File: src/rtl/ef_i2s_tdm_rx.sv
// I2S / left-justified / TDM master receiver: generates SCK and WS, deserialises SDI
// into right-justified, channel-tagged samples held in a first-word fall-through FIFO.
module ef_i2s_tdm_rx #(
  parameter int CH_MAX  = 8,
  parameter int FIFO_AW = 5,
  parameter int PW      = 8,
  localparam int CW     = $clog2(CH_MAX)
) (
  input  logic               clk,
  input  logic               rst,
  input  logic               en,
  input  logic [PW-1:0]      sck_prescaler,
  input  logic               mode,
  input  logic [CW-1:0]      ch_count,
  input  logic [CH_MAX-1:0]  ch_enable,
  input  logic [4:0]         sample_size,
  input  logic               sign_extend,
  output logic               sck,
  output logic               ws,
  input  logic               sdi,
  input  logic               fifo_rd,
  output logic [31:0]        fifo_rdata,
  output logic [CW-1:0]      fifo_rch,
  output logic               fifo_empty,
  output logic               fifo_full,
  output logic [FIFO_AW:0]   fifo_level,
  input  logic [FIFO_AW:0]   fifo_threshold,
  output logic               fifo_level_above,
  output logic               overrun,
  input  logic               overrun_clr
);

  localparam int PSW   = CW + 5;
  localparam int DEPTH = 2 ** FIFO_AW;

  typedef struct packed {
    logic [CW-1:0] ch;
    logic [31:0]   data;
  } entry_t;

  // WS level for frame position p; 'last' is L-1, lj selects left-justified framing.
  function automatic logic ws_at(input logic [PSW-1:0] p, input logic [PSW-1:0] last,
                                 input logic lj, input logic st);
    logic [PSW-1:0] q;
    q = lj ? p : ((p == last) ? {PSW{1'b0}} : p + 1'b1);
    if (st) return lj ? (q < PSW'(32)) : (q >= PSW'(32));
    return q == {PSW{1'b0}};
  endfunction

  logic [PW-1:0]  presc;
  logic [PSW-1:0] pos;
  logic [31:0]    shreg;
  logic           armed;

  logic [CW-1:0]  nch;
  logic           stereo;
  logic [PSW-1:0] lm1, pos_nxt, q_cap;
  logic [4:0]     b;
  logic [CW-1:0]  s;
  logic           tick, rise, fall;
  logic [31:0]    sh_nxt, mask, smp;
  logic           push;

  assign nch     = (ch_count == '0) ? CW'(1) : ch_count;
  assign stereo  = (nch == CW'(1));
  assign lm1     = {nch, 5'h1f};
  assign pos_nxt = (pos == lm1) ? {PSW{1'b0}} : pos + 1'b1;

  assign tick = en && (presc == '0);
  assign rise = tick && !sck;
  assign fall = tick && sck;

  // I2S data lags the frame position by one bit period.
  assign q_cap = mode ? pos : ((pos == '0) ? lm1 : pos - 1'b1);
  assign b     = q_cap[4:0];
  assign s     = q_cap[PSW-1:5];

  assign sh_nxt = (b == 5'd0) ? {31'b0, sdi} : {shreg[30:0], sdi};
  assign mask   = 32'hffff_ffff >> (5'd31 - sample_size);
  assign smp    = (sign_extend && sh_nxt[sample_size]) ? (sh_nxt | ~mask) : (sh_nxt & mask);

  // A slot counts as complete when its MSB was captured in this enable session.
  assign push = rise && (b == sample_size) && ch_enable[s] && (armed || b == 5'd0);

  always_ff @(posedge clk) begin
    if (rst || !en) begin
      presc <= '0;
      sck   <= 1'b0;
      pos   <= '0;
      ws    <= ws_at({PSW{1'b0}}, lm1, mode, stereo);
      shreg <= '0;
      armed <= 1'b0;
    end else begin
      if (presc == '0) begin
        presc <= sck_prescaler;
        sck   <= ~sck;
      end else begin
        presc <= presc - 1'b1;
      end
      if (fall) begin
        pos <= pos_nxt;
        ws  <= ws_at(pos_nxt, lm1, mode, stereo);
      end
      if (rise) begin
        shreg <= sh_nxt;
        if (b == 5'd0) armed <= 1'b1;
      end
    end
  end

  entry_t             mem [DEPTH];
  logic [FIFO_AW-1:0] wp, rp;
  logic [FIFO_AW:0]   level;
  logic               full, do_pop, do_push, drop;

  assign full    = (level == (FIFO_AW+1)'(DEPTH));
  assign do_pop  = fifo_rd && (level != '0);
  assign do_push = push && (!full || do_pop);
  assign drop    = push && !do_push;

  always_ff @(posedge clk) begin
    if (rst) begin
      wp      <= '0;
      rp      <= '0;
      level   <= '0;
      overrun <= 1'b0;
      for (int i = 0; i < DEPTH; i++) mem[i] <= '0;
    end else begin
      if (do_push) begin
        mem[wp] <= '{ch: s, data: smp};
        wp      <= wp + 1'b1;
      end
      if (do_pop) rp <= rp + 1'b1;
      case ({do_push, do_pop})
        2'b10:   level <= level + 1'b1;
        2'b01:   level <= level - 1'b1;
        default: ;
      endcase
      if (drop)             overrun <= 1'b1;
      else if (overrun_clr) overrun <= 1'b0;
    end
  end

  assign fifo_rdata       = mem[rp].data;
  assign fifo_rch         = mem[rp].ch;
  assign fifo_empty       = (level == '0);
  assign fifo_full        = full;
  assign fifo_level       = level;
  assign fifo_level_above = (level > fifo_threshold);

endmodule

File: config.mk
export PLATFORM = sky130hd
export DESIGN_NAME = ef_i2s_tdm_rx
export DESIGN_NICKNAME = d
export VERILOG_FILES = /design/src/rtl/ef_i2s_tdm_rx.sv
export SDC_FILE = /design/constraint.sdc
export NUM_CORES = 2
export LEC_CHECK = 0
export ABC_CLOCK_PERIOD_IN_PS = 5700
export BUFFER_PORTS_ARGS = -buffer_cell sky130_fd_sc_hd__buf_2
export CAP_MARGIN = 20
export CORE_MARGIN = 2
export CORE_UTILIZATION = 35
export DETAILED_ROUTE_END_ITERATION = 8
export PLACE_DENSITY_LB_ADDON = 0.3
export SYNTH_ARGS = -nofsm -noshare
export SYNTH_HDL_FRONTEND = slang
export SYNTH_SLANG_ARGS = --single-unit
File: constraint.sdc
create_clock -name clk -period 5.7 [get_ports clk]
set_input_delay 0.855 -clock clk [delete_from_list [all_inputs] [get_ports clk]]
set_output_delay 0.855 -clock clk [all_outputs]
set_load 0.1 [all_outputs]
# Yosys cells after proc, flatten, opt, wreduce, memory -nomap -nowiden
# Memory sizes are Yosys's and may differ from the RTL's. A register that Yosys moved wholly into a read port is not among the register bits.
# Cells that the tools add are included.
[classes]
n_eq_ne = 7
magnitude_cmp = 7
muxes = 40
bitwise_logic = 4
n_shift = 1
add_sub_neg = 9
n_reduce_logical = 31
[op_table]
columns = ["cell", "n"]
rows = [
  ["$mux 32", 2],
  ["$mux 8", 6],
  ["$logic_not 8->1", 5],
  ["$mux 35", 1],
  ["$reduce_or 35->1", 1],
  ["$and 32x32->32", 1],
  ["$not 32->32", 1],
  ["$or 32x32->32", 1],
  ["$shr 32x5->32 const A", 1],
  ["$mux 1", 24],
  ["$add 8x1->8 const B", 2],
  ["$eq 8x8->1", 2],
  ["$sub 8x1->8 const B", 2],
  ["$mux 5", 3],
  ["$pmux 6 s2", 1],
  ["$add 5x1->5 const B", 2],
  ["$logic_and 1x1->1", 10],
  ["$ge 8x6->1 const B", 1],
  ["$lt 8x6->1 const B", 1],
  ["$add 6x1->6 const B", 1],
  ["$eq 6x6->1 const B", 1],
  ["$ge 1x6->1 const B", 1],
  ["$gt 6x6->1", 1],
  ["$logic_not 6->1", 1],
  ["other kinds (20)", 27],
]
[word_totals]
ff_bits = 67
word_cells = 110
ram_bits = 1120
in_bits = 38
mem_count = 1
output_inout_bits = 47
[mem_list]
columns = ["memory", "depth", "width", "read_ports", "rd_ports_with_merged_regs", "write_ports", "line_no", "rtl"]
rows = [
  ["mem", 32, 35, 1, 1, 32, "111", "entry_t mem [DEPTH];"],
]

# Longest topological paths before layout
[logic_depth]
ltp_word = 14
mapped_depth = 21
mapped_depth_nobuf = 19

# Worst setup path after synthesis
# OpenSTA, ideal clock, no wires.
[synth_timing]
path_kind = "in2reg"
startpoint = "input sample_size[0]"
endpoint = "memory mem[6][0] (netlist name), enable pin"
path_slack_ns = 0.475
required_ns = 5.265
setup_time_ns = 0.435
n_path_buf = 5
arrival_ns = 4.790
cell_stages = 11
path_cell_list = "clkbuf_1 -> clkbuf_1 -> a21oi_1 -> a311oi_1 -> o2111a_1 -> or2_2 -> clkbuf_1 -> nand3_4 -> buf_4 -> buf_4 -> o21bai_1"
[synth_lines]
columns = ["element", "line_no", "rtl"]
rows = [
  ["start: declaration", "16", "input logic [4:0] sample_size,"],
  ["end: declaration", "111", ""],
]

# Worst setup path in the final report
[layout_timing]
startpoint = "register pos[0]"
endpoint = "register level[5], in the netlist fifo_level[5]"
[layout_via]
elab_chain_cells = 10
elab_cells_between_ends = 17
classes_between = "add/sub: 1; eq/ne: 3; mux: 5; reduce/logical: 8"
[layout_lines]
columns = ["element", "line_no", "rtl"]
rows = [
  ["start: declaration", "51", "logic [PSW-1:0] pos;"],
  ["start signal: assignment", "101", "pos <= pos_nxt;"],
  ["$sub 8x1->8 / $logic_not 8->1 (equally long branches)", "74", "assign q_cap = mode ? pos : ((pos == '0) ? lm1 : pos - 1'b1);"],
  ["$mux 8", "74", ""],
  ["$mux 8 *", "74", ""],
  ["$bmux 1 s3 / $eq 5x5->1 (equally long branches)", "83", "assign push = rise && (b == sample_size) && ch_enable[s] && (armed || b == 5'd0);"],
  ["$mux 1 (not written as such) / $logic_and 1x1->1 (equally long branches)", "83", ""],
  ["$logic_and 1x1->1", "83", ""],
  ["$logic_and 1x1->1 *", "83", ""],
  ["$logic_and 1x1->1 *", "118", "assign do_push = push && (!full || do_pop);"],
  ["$eq 2x1->1 / $eq 2x2->1 (equally long branches)", "134", "case ({do_push, do_pop})"],
  ["$pmux 6 s2 / $reduce_bool 2->1 (equally long branches)", "-", ""],
  ["end signal: assignment", "135", "2'b10: level <= level + 1'b1;"],
  ["end signal: assignment", "136", "2'b01: level <= level - 1'b1;"],
  ["end: declaration", "113", "logic [FIFO_AW:0] level;"],
]
# Every way passes the cells marked *; elsewhere a longest branch is shown, timed or not. The select of a mux whose other input is x is not followed.
# A chain may end at the register's enable or synchronous reset.

==> impl_results.md <==
- Number of buffers inserted by hold repair at cts: 0
- Max stage delay cell, worst path: sky130_fd_sc_hd__or3b_2
- Final period util: 0.881
- Area of the mapped netlist: between 50,000 and 60,000 um^2
- TritonCTS clock tree: yes
- Gp weighted congestion: 0.798
- CTS resizes: 0
- Placeable core area: about 160,000 um^2
- Leading cell type in the layout, fill and taps excluded: sky130_fd_sc_hd__edfxtp_1
- Slowest stage delay, CP: around 0.52 ns
- Accumulated negative setup slack: 0 ns
- Std cell rows: 146
- RSZ-0062 raised after global routing: no
- Final standard cell area without fillers: approximately 62,000 um^2
- DRC viols: 0
- Quantity of I/O buffers inserted on ports: between 80 and 90
- Final-report setup violation count: 0
- Total Routed Length: between 150,000 and 200,000 um
- Most frequent cells in the layout: sky130_fd_sc_hd__edfxtp_1, sky130_fd_sc_hd__nor3_1, sky130_fd_sc_hd__mux4_2, sky130_fd_sc_hd__nor2_1, sky130_fd_sc_hd__clkbuf_16
- Post-synthesis register bit count: between 1,000 and 1,500
- MaxCap Viol Count: 0
- Cell Area, Placed: 58,500 um^2
- Antenna violations before repair: 4
- Post-Synthesis Mean Instance Area: 14.3 um^2
- HPWL after detailed placement: about 90,000 um
- Min-Delay Path Class: in2reg
- Die span in y: around 400 um
- Share of power burned in registers: 0.514
- Slew Viols, Final: 0
- Clk pin slew, worst setup/hold paths: 0.07 ns
- Tot Pwr: 19,600 uW
- Wire length per cell: roughly 28 um
- Power per cell area: around 310 nW/um^2
- Status: completed
- Vias in the first global route: 35,503
- Number of routed nets with antenna violations: 0
- Relative contribution of combinational cells to total power: 0.095
- Proportion of synthesized flip-flops having asynchronous set or reset: 0
- Io pins: between 80 and 90
- Net Sw Frac: 0.240
- Final Net Count: around 3,800
- Critical path start-end classification: reg2reg
- Area added between synthesis and finish: 12.2%
- Net count after synthesis: ~3,900
- Worst Setup End Kind: flop
- Standby leakage power: between 0.015 and 0.02 uW
- Worst-case clock buffer depth: 3
- Data required, critical path: around 6.3 ns
- H-tree levels: 3
- Measured slew at the worst slew-check pin: roughly 1.2 ns
- Shortest clock period the worst path allows after layout: ~5.0 ns
- Arrival time at the worst endpoint: between 5 and 6 ns
- Total CTS buffers: between 100 and 150
- Number of failing hold endpoints at the final stage: 0
- Count of warnings emitted by yosys: 0
- Seq/Total Area, Yosys: 0.633
- Clock group share of total power: 0.391
- Cell at the root of the clock tree: sky130_fd_sc_hd__clkbuf_16
- Total global-route track usage: 0.202
- Top flip-flop cell by instance count after synthesis: sky130_fd_sc_hd__edfxtp_1
- Post CTS Setup Buffer Count: 0
- Vias per Instance: 5.87
- Netlist cell types: 77
- Fmax: between 0.15 and 0.2 GHz
- Leftover overflow at the end of global routing: 0
- Sinks on Clock Net: ~1,200
- Maximum number of pins on one net before global-route repair: ~130
- Pint: between 10,000 and 15,000 uW
- Number of DRC markers in iteration 0: about 3,500
- CP Cell Sequence: inv_1, ha_1, or3b_2, mux2_2, a22o_1, nand3_1, o2111ai_4, a211o_1, nand2_1, inv_1, ha_1, a21o_1, a21oi_1, nor2b_1, o21a_1, nor2_1, a2111oi_0, a21oi_1, mux2_2
- Detailed-router iteration count before antenna repair: 5
- Worst ir drop on vdd: ~260 uV
- Peak fanout along the critical path: 14
- Net switching power: between 4000 and 5000 uW
- Max Clock Skew: 0.0310 ns
- Nature of the critical path startpoint: flop
- Worst-case headroom to the max-slew limit: 0.221
- Fraction of layout instances using a drive strength above 1: 0.234
- Wire length of the first global-routing pass: ~240,000 um
- Number of inserted filler cells in the final layout: about 15,000
- Vias after detailed routing: about 35,000
- Initial core utilization: 0.351
- Number of cells produced by synthesis: a little under 4,000
- Number of enable flip-flop cells after synthesis: between 1,000 and 1,500
- Die Footprint: approximately 160,000 um^2
- Clock latency reported for the late side of the worst-skew pair: around 0.74 ns
- Die width: around 400 um
==> critical path, delay by kind of cell, from the launching register on <==
| family | cells | cell delay, ns |
|---|---|---|
| AOI/OAI and AO/OA | 8 | 1.81 |
| adders and majority gates | 2 | 0.57 |
| buffers and inverters | 2 | 0.30 |
| DFF | 1 | 0.45 |
| muxes | 2 | 0.64 |
| and+or+nand+nor | 5 | 1.11 |
==> power groups by stage <==
stage | Clock (uW) | Sequential [uW] | Combinational [uW]
final | 7670 | 10100 | 1850
after global routing | 8090 | 10100 | 1950
after CTS | 7780 | 10100 | 1870
after detailed placement | 0 | 10300 | 1860
after global placement | 0 | 10200 | 1860
after floorplan | 0 | 10200 | 1240
==> metal layers <==
metal	wire length [um]	part of all wire	track usage	vias to the layer above
met4	4340	0.026	0.0587	4
met2	82400	0.50	0.345	1336
met3	12500	0.076	0.0381	264
li1	-	-	-	14927
met1	65700	0.40	0.262	18203
met5	21	0.00013	0	-
==> path summary, 6_finish.rpt <==
kind	startpoint	endpoint	slack [ns]	cells after the start
worst max-delay path	pos[0]	fifo_level[5]	0.68	19
worst min-delay path	sck_prescaler[5]	presc[5]	0.41	3
worst max register to register	pos[0]	fifo_level[5]	0.68	19
worst min register to register	shreg[0]	shreg[0]	0.48	2
==> synth_stat cells, types with 6 or more instances <==
| library cell | count | share of area |
|---|---|---|
| sky130_fd_sc_hd__o21ai_1 | 17 | 0.0015 |
| sky130_fd_sc_hd__edfxtp_1 | 1121 | 0.61 |
| sky130_fd_sc_hd__or3_1 | 8 | 0.00090 |
| sky130_fd_sc_hd__o21bai_1 | 32 | 0.0043 |
| sky130_fd_sc_hd__nor4_1 | 6 | 0.00068 |
| sky130_fd_sc_hd__or2_2 | 8 | 0.00090 |
| sky130_fd_sc_hd__nand4_1 | 8 | 0.00090 |
| sky130_fd_sc_hd__mux2i_1 | 10 | 0.0018 |
| sky130_fd_sc_hd__a211o_1 | 6 | 0.00095 |
| sky130_fd_sc_hd__inv_1 | 28 | 0.0019 |
| sky130_fd_sc_hd__o211ai_1 | 6 | 0.00081 |
| sky130_fd_sc_hd__buf_1 | 24 | 0.0016 |
| sky130_fd_sc_hd__a21oi_1 | 59 | 0.0053 |
| sky130_fd_sc_hd__and3_1 | 16 | 0.0018 |
| sky130_fd_sc_hd__mux2_2 | 51 | 0.010 |
| sky130_fd_sc_hd__dfxtp_1 | 71 | 0.026 |
| sky130_fd_sc_hd__a211oi_1 | 7 | 0.00095 |
| sky130_fd_sc_hd__a31oi_1 | 11 | 0.0012 |
| sky130_fd_sc_hd__or4_1 | 9 | 0.0012 |
| sky130_fd_sc_hd__clkbuf_1 | 323 | 0.022 |
| sky130_fd_sc_hd__nor2_1 | 187 | 0.013 |
| sky130_fd_sc_hd__mux4_2 | 357 | 0.15 |
| sky130_fd_sc_hd__o21ai_0 | 26 | 0.0023 |
| sky130_fd_sc_hd__ha_1 | 19 | 0.0043 |
| sky130_fd_sc_hd__nand3_1 | 21 | 0.0019 |
| sky130_fd_sc_hd__and2_1 | 8 | 0.00090 |
| sky130_fd_sc_hd__nand2_1 | 92 | 0.0062 |
| sky130_fd_sc_hd__buf_6 | 14 | 0.0028 |
| sky130_fd_sc_hd__nor3_2 | 12 | 0.0022 |
| sky130_fd_sc_hd__buf_2 | 115 | 0.010 |
| sky130_fd_sc_hd__nor3_1 | 1062 | 0.096 |
| sky130_fd_sc_hd__nand2b_1 | 19 | 0.0021 |
| sky130_fd_sc_hd__a21o_1 | 7 | 0.00095 |
| sky130_fd_sc_hd__nor2b_1 | 11 | 0.0012 |
| sky130_fd_sc_hd__xor2_1 | 14 | 0.0022 |
| sky130_fd_sc_hd__buf_4 | 12 | 0.0016 |
| sky130_fd_sc_hd__xnor2_1 | 16 | 0.0025 |
==> state kept, by name, indices dropped and copies added, names as in the netlist, named ones only <==
signal,count
fifo_level,6
sck,1
mem,1120
armed,1
rp,5
wp,5
presc,8
ws,1
overrun,1
pos,8
shreg,31
==> kinds of logic after synthesis <==
kind of cell / share of synthesized area
buffers and inverters: 0.0402
muxes: 0.157
adders and majority gates: 0.00465
AOI/OAI and AO/OA: 0.0254
DFF: 0.633
and+or+nand+nor: 0.135
xor gates and xnor gates: 0.00514
==> area by class of cell <==
class / count / area [um^2] / area share
repair buffers: 234 / 2030 / 0.0327
clock inverters: 68 / 601 / 0.00966
inverters: 28 / 105 / 0.00169
multi-input cells: 2177 / 18600 / 0.300
diodes: 1 / 2.50 / 0.0000402
flip-flops and latches: 1192 / 35100 / 0.564
well taps: 2072 / 2590 / 0.0417
clock buffers: 148 / 3120 / 0.0501
==> per-stage QoR <==
step | instances | setup WS [ns] | hold WS [ns] | utilization
floorplan | 3885 | 0.475 | 0.429 | -
global placement | 5703 | 0.593 | 0.456 | 0.370
detailed placement | 5703 | 0.621 | 0.474 | 0.370
CTS | 5919 | 0.695 | 0.351 | 0.394
global route | 5919 | 0.381 | 0.396 | 0.394
finish | 5920 | 0.678 | 0.409 | 0.394
(Power assumes the default switching activity.)
